--- config.mk ---
export PLATFORM = sky130hd
export DESIGN_NAME = sr_excitation_driver
export DESIGN_NICKNAME = d
export VERILOG_FILES = /design/src/rtl/sr_excitation_driver.sv
export SDC_FILE = /design/constraint.sdc
export NUM_CORES = 1
export LEC_CHECK = 0
export CAP_MARGIN = 20
export CORE_MARGIN = 2
export CORE_UTILIZATION = 49
export DETAILED_ROUTE_END_ITERATION = 8
export GPL_ROUTABILITY_DRIVEN = 0
export PLACE_DENSITY = 0.79
export SYNTH_ARGS = -nofsm -noshare
export SYNTH_HDL_FRONTEND = slang
export SYNTH_SLANG_ARGS = --single-unit
--- constraint.sdc ---
create_clock -name clk -period 2.6 [get_ports clk]
set_clock_uncertainty 0.2 [all_clocks]
set_input_delay 0.39 -clock clk [delete_from_list [all_inputs] [get_ports clk]]
set_output_delay 0.39 -clock clk [all_outputs]
set_load 0.005 [all_outputs]
--- src/rtl/sr_excitation_driver.sv ---
// sr_excitation_driver
// Write controller for a bank of posedge set/reset storage elements.
// A target word is accepted over a valid/ready handshake. Per-bit S/R
// excitation is derived from the bank's fed-back Q. The controller pulses
// S/R, lets the bank settle, and verifies Q against the target, with a
// bounded number of retries. It finishes with a one-cycle done or err pulse.
//
// Handshake: req_ready is high only while the FSM is idle. A transfer
// happens on a rising edge where req_valid && req_ready are both high.
// req_data is sampled only at that edge. Nothing is queued while busy.
//
// Excitation rule for a bit with target t and current q:
//   t=1,q=0 -> S=1 ; t=0,q=1 -> R=1 ; otherwise S=R=0.
// S and R therefore can never both be 1. They are non-zero only in DRIVE.

module sr_excitation_driver #(
    parameter int WIDTH         = 8,
    parameter int PULSE_CYCLES  = 1,
    parameter int SETTLE_CYCLES = 1,
    parameter int MAX_RETRY     = 2
) (
    input  logic             clk,
    input  logic             rst_n,
    input  logic             req_valid,
    output logic             req_ready,
    input  logic [WIDTH-1:0] req_data,
    input  logic [WIDTH-1:0] q_fb,
    output logic [WIDTH-1:0] s_out,
    output logic [WIDTH-1:0] r_out,
    output logic             done,
    output logic             err,
    output logic [WIDTH-1:0] fail_mask,
    output logic [1:0]       dbg_state
);

    // Phase counter covers the longer of the pulse and settle windows.
    localparam int CNT_MAX = (PULSE_CYCLES > SETTLE_CYCLES) ? PULSE_CYCLES : SETTLE_CYCLES;
    localparam int CW      = (CNT_MAX > 1) ? $clog2(CNT_MAX) : 1;
    localparam int RW      = (MAX_RETRY > 0) ? $clog2(MAX_RETRY + 1) : 1;

    localparam logic [CW-1:0] PULSE_LAST  = CW'(PULSE_CYCLES - 1);
    localparam logic [CW-1:0] SETTLE_LAST = CW'((SETTLE_CYCLES > 0) ? (SETTLE_CYCLES - 1) : 0);
    localparam logic [RW-1:0] RETRY_LIMIT = RW'(MAX_RETRY);

    typedef enum logic [1:0] {
        ST_IDLE   = 2'd0,
        ST_DRIVE  = 2'd1,
        ST_SETTLE = 2'd2,
        ST_CHECK  = 2'd3
    } state_t;

    state_t           state_q,  state_d;
    logic [CW-1:0]    cnt_q,    cnt_d;
    logic [RW-1:0]    retry_q,  retry_d;
    logic [WIDTH-1:0] target_q, target_d;
    logic [WIDTH-1:0] s_q,      s_d;
    logic [WIDTH-1:0] r_q,      r_d;
    logic             done_q,   done_d;
    logic             err_q,    err_d;
    logic [WIDTH-1:0] fail_q,   fail_d;

    // Next-state and next-output logic for the write FSM.
    always_comb begin
        state_d  = state_q;
        cnt_d    = cnt_q;
        retry_d  = retry_q;
        target_d = target_q;
        s_d      = s_q;
        r_d      = r_q;
        done_d   = 1'b0;
        err_d    = 1'b0;
        fail_d   = fail_q;

        case (state_q)
            ST_IDLE: begin
                if (req_valid) begin
                    target_d = req_data;
                    if (req_data != q_fb) begin
                        // Excitation is computed from q_fb at the acceptance edge.
                        s_d     = req_data & ~q_fb;
                        r_d     = ~req_data & q_fb;
                        cnt_d   = '0;
                        retry_d = '0;
                        state_d = ST_DRIVE;
                    end else begin
                        // The bank already holds the target, so nothing is driven.
                        done_d = 1'b1;
                    end
                end
            end

            ST_DRIVE: begin
                if (cnt_q == PULSE_LAST) begin
                    s_d   = '0;
                    r_d   = '0;
                    cnt_d = '0;
                    // A posedge bank shows new Q one cycle after the drive,
                    // so skipping SETTLE still checks a valid Q.
                    state_d = (SETTLE_CYCLES == 0) ? ST_CHECK : ST_SETTLE;
                end else begin
                    cnt_d = cnt_q + CW'(1);
                end
            end

            ST_SETTLE: begin
                if (cnt_q == SETTLE_LAST) begin
                    cnt_d   = '0;
                    state_d = ST_CHECK;
                end else begin
                    cnt_d = cnt_q + CW'(1);
                end
            end

            ST_CHECK: begin
                if (q_fb == target_q) begin
                    done_d  = 1'b1;
                    state_d = ST_IDLE;
                end else if (retry_q < RETRY_LIMIT) begin
                    // A retry uses the bank's present Q, so bits that did take
                    // are not driven again.
                    retry_d = retry_q + RW'(1);
                    s_d     = target_q & ~q_fb;
                    r_d     = ~target_q & q_fb;
                    cnt_d   = '0;
                    state_d = ST_DRIVE;
                end else begin
                    err_d   = 1'b1;
                    fail_d  = target_q ^ q_fb;
                    state_d = ST_IDLE;
                end
            end

            default: begin
                s_d     = '0;
                r_d     = '0;
                state_d = ST_IDLE;
            end
        endcase
    end

    // State and registered outputs. Reset drops S/R at once, even mid-pulse.
    always_ff @(posedge clk or negedge rst_n) begin
        if (!rst_n) begin
            state_q  <= ST_IDLE;
            cnt_q    <= '0;
            retry_q  <= '0;
            target_q <= '0;
            s_q      <= '0;
            r_q      <= '0;
            done_q   <= 1'b0;
            err_q    <= 1'b0;
            fail_q   <= '0;
        end else begin
            state_q  <= state_d;
            cnt_q    <= cnt_d;
            retry_q  <= retry_d;
            target_q <= target_d;
            s_q      <= s_d;
            r_q      <= r_d;
            done_q   <= done_d;
            err_q    <= err_d;
            fail_q   <= fail_d;
        end
    end

    assign req_ready = (state_q == ST_IDLE);
    assign s_out     = s_q;
    assign r_out     = r_q;
    assign done      = done_q;
    assign err       = err_q;
    assign fail_mask = fail_q;
    assign dbg_state = state_q;

endmodule
==> results of run 1 <==
==> power breakdown <==
part / internal, mW / switching (mW) / total [mW]
Clock: 0.268 / 0.202 / 0.469
Sequential: 0.842 / 0.179 / 1.02
Combinational: 0.873 / 0.724 / 1.60
==> layout by cell type, fill, tap and decap left out, types with 2 or more instances in the layout <==
master / netlist / final
a211o_1: 2 / 2
a22o_1: 8 / 8
buf_4: 1 / 11
clkbuf_8: 0 / 8
clkdlybuf4s50_1: 0 / 47
dfrtp_1: 38 / 38
ha_1: 3 / 3
inv_1: 11 / 11
mux2_2: 12 / 12
mux2i_1: 15 / 15
nand2_1: 8 / 8
nand3b_1: 7 / 7
nand4_1: 3 / 3
nor2_1: 6 / 6
nor4_1: 7 / 7
o21ai_0: 7 / 7
o31ai_1: 7 / 7
xnor2_1: 14 / 14
xor2_1: 2 / 2
==> metrics by stage <==
step	utilization (%)	setup WS [ns]
detailed placement	67.68	-0.008650
floorplan	-	0.2039
global route	70.62	0.01534
global placement	67.68	0.08472
CTS	70.62	0.1240
finish	70.62	0.1289
==> worst max-delay path by stage <==
stage / from / to / slack (ns)
CTS: dbg_state[0]$_DFFE_PN0P_ / req_ready / 0.12
floorplan: dbg_state[0]$_DFFE_PN0P_ / r_out[0]$_DFFE_PN0P_ / 0.20
finish: dbg_state[0]$_DFFE_PN0P_ / req_ready / 0.13
detailed placement: q_fb[5] / r_out[0]$_DFFE_PN0P_ / -0.009
global route: dbg_state[0]$_DFFE_PN0P_ / req_ready / 0.02
global placement: q_fb[4] / fail_mask[5]$_DFFE_PN0P_ / 0.08
==> sequential cells by signal (all words and copies together) (netlist names) <==
signal	flops
done	1
s_out	8
target_q	8
fail_mask	8
r_out	8
dbg_state	2
retry_q	2
err	1
==> worst register-to-register path, stage by stage, from the launching register on <==
cell and delay [ns]:
dfrtp_1 0.46, inv_1 0.09, ha_1 0.44, o31ai_1 0.16, a221o_1 0.32, buf_12 0.17, a22o_1 0.24
==> routing by layer <==
layer | GRT usage (%) | share of wire, %
met1 | 28.96 | 42
met2 | 38.74 | 51
met3 | 6.167 | 5.3
met4 | 8.163 | 1.6
met5 | 0 | 0
==> area by class of cell <==
cell class | instances | area share (%)
timing repair buffer | 59 | 21.68
clock buffer | 8 | 4.165
tap | 48 | 2.272
multi-input combinational | 113 | 34.36
sequential | 38 | 35.97
inverter | 11 | 1.562
==> logic make-up (layout without fill, tap and decap cells) <==
kind of cell / count (synthesis) / count (layout) / synth area share (%)
DFF: 38 / 38 / 48.66
and+or+nand+nor: 35 / 35 / 10.63
AOI/OAI and AO/OA: 32 / 32 / 12.16
muxes: 27 / 27 / 14.60
buffers and inverters: 20 / 78 / 4.865
xor gates and xnor gates: 16 / 16 / 7.171
adders and majority gates: 3 / 3 / 1.921
==> impl_metrics.py, run 1 <==
metrics = {
    "global_routing": {
        "grt_pass1_wl_um": 7631,
        "first_global_vias": 1600,
        "grt_antenna_before_repair": 0,
        "gr-total-overflow": 0,
        "grt_max_degree": 39,
        "grt_usage_pct": 23.15,
    },
    "synthesis": {
        "async_reset_ff_share_pct": 100.0,
        "synth_flop_cell": "dfrtp_1",
        "syn-cell-area_um2": 1954,
        "syn_nets": 193,
        "synth.avg_cell_area_um2": 11.43,
        "yosysTopAreaCell": "dfrtp_1",
        "netlist_top_cells_area": "dfrtp_1 (49%), mux2i_1 (7.7%), mux2_2 (6.9%)",
        "yosys_warnings": 0,
        "ys_seq_elements": 38,
        "netlist-cell-type-count": 32,
        "synth_commonest_cells": "dfrtp_1 (38), mux2i_1 (15), xnor2_1 (14), mux2_2 (12), inv_1 (11)",
        "synth-edff-count": 0,
        "synth-seq-area-share_pct": 48.66,
        "synth_cells": 171,
        "synth_most_common_cell": "dfrtp_1",
        "synth_top_area_share_pct": 48.66,
    },
    "worst_setup_path": {
        "cpPeakStageDelay_ns": 0.60,
        "critPathSlowestCell": "clkdlybuf4s50_1",
        "critPathMaxFanout": 13,
        "critPathRequiredTime_ns": 2.01,
        "critPathBufInv": 2,
        "rr_startpoint": "dbg_state[0]$_DFFE_PN0P_",
        "worstSetupEndpointType": "primary output",
        "r2r_setup_slack_ns": 0.41,
        "r2r_cells": 6,
        "cp_num_cells": 3,
        "worstPathArrival_ns": 1.88,
        "crit_chain": "inv_1 > ha_1 > clkdlybuf4s50_1",
        "worstReg2RegEnd": "r_out[6]$_DFFE_PN0P_",
        "cp_top_family": "buffers and inverters",
        "critPathLaunchType": "flip-flop",
        "path_class": "flip-flop to primary output",
    },
    "clocking": {
        "clock_latency_ns": 0.29,
        "cts_buffer_depth": 2,
        "hold_buffers": 0,
        "cts_buffers": 5,
        "clkTransAtPathRegs_ns": 0.07,
        "post_cts_buffers": 0,
        "cts_tree": "yes",
        "htreeDepth": 2,
        "root_buffer": "clkbuf_8",
        "clock_sinks": 38,
        "cts_resized": 0,
    },
    "sta": {
        "timing.hold.ws_ns": 0.3142,
        "worst_pin_slew_ns": 0.5190,
        "final_max_slew_viol_count": 0,
        "hold_viol": 0,
        "tns_ns": 0,
        "max_slew_margin_pct": 65.40,
        "layout_worst_path_cycle_share_pct": 95.04,
        "rsz0062_at_grt": "no",
        "clock.fmax_ghz": 0.4047,
        "finalCriticalPeriod_ns": 2.471,
        "setup_viol": 0,
    },
    "min_path": {
        "holdCritStartpoint": "s_out[3]$_DFFE_PN0P_",
        "min_to": "s_out[3]$_DFFE_PN0P_",
        "hold_class": "flip-flop to flip-flop",
        "hold-path-cell-count": 1,
    },
    "cells_and_area": {
        "finish.net_count": 250,
        "instances_no_fill": 277,
        "seq_area_um2": 950.9,
        "fin_area_um2": 2644,
        "multi_input_area_um2": 908.4,
        "num-fill-cells": 291,
        "area_growth_pct": 35.28,
        "n_antenna_cell": 0,
        "layout-drive-gt1-share_pct": 14.41,
    },
    "floorplan": {
        "coreArea_um2": 3744,
        "die_area_um2": 4510,
        "die_h_um": 67.16,
        "pin_count": 48,
        "floorplan.initialDensity_pct": 52.21,
        "fp.dieW_um": 67.16,
        "rows": 22,
    },
    "routing": {
        "first_pass_iters": 4,
        "vias": 1548,
        "ant_nets": 0,
        "drtIter0Drc": 83,
        "avgViaCountPerCell": 5.588,
        "routed_wl_um": 4722,
        "wl_per_cell_um": 17.05,
        "drc_errors": 0,
    },
    "power": {
        "vdd_ir_drop_max_v": 0.0007696,
        "total_power_mw": 3.087,
        "p_leak_nw": 1.119,
        "power.density_nw_per_um2": 1168,
    },
    "flow_run": {
        "max_cap_violations": 0,
    },
    "placement": {
        "dpl.cell_count": 269,
        "dp_hpwl_um": 3558,
        "port_buffers": 47,
        "place_area_um2": 2534,
    },
    "run_status": {
        "status": "finished clean",
    },
}
Note: power is estimated with default switching activity, not from simulation.
==> inputs of run 2 (changes only) <==
Settings changed: CTS_CLUSTER_DIAMETER set to 120.
==> results of run 2 <==
No change in the layout: final DEF, timing and power equal those of run 1.
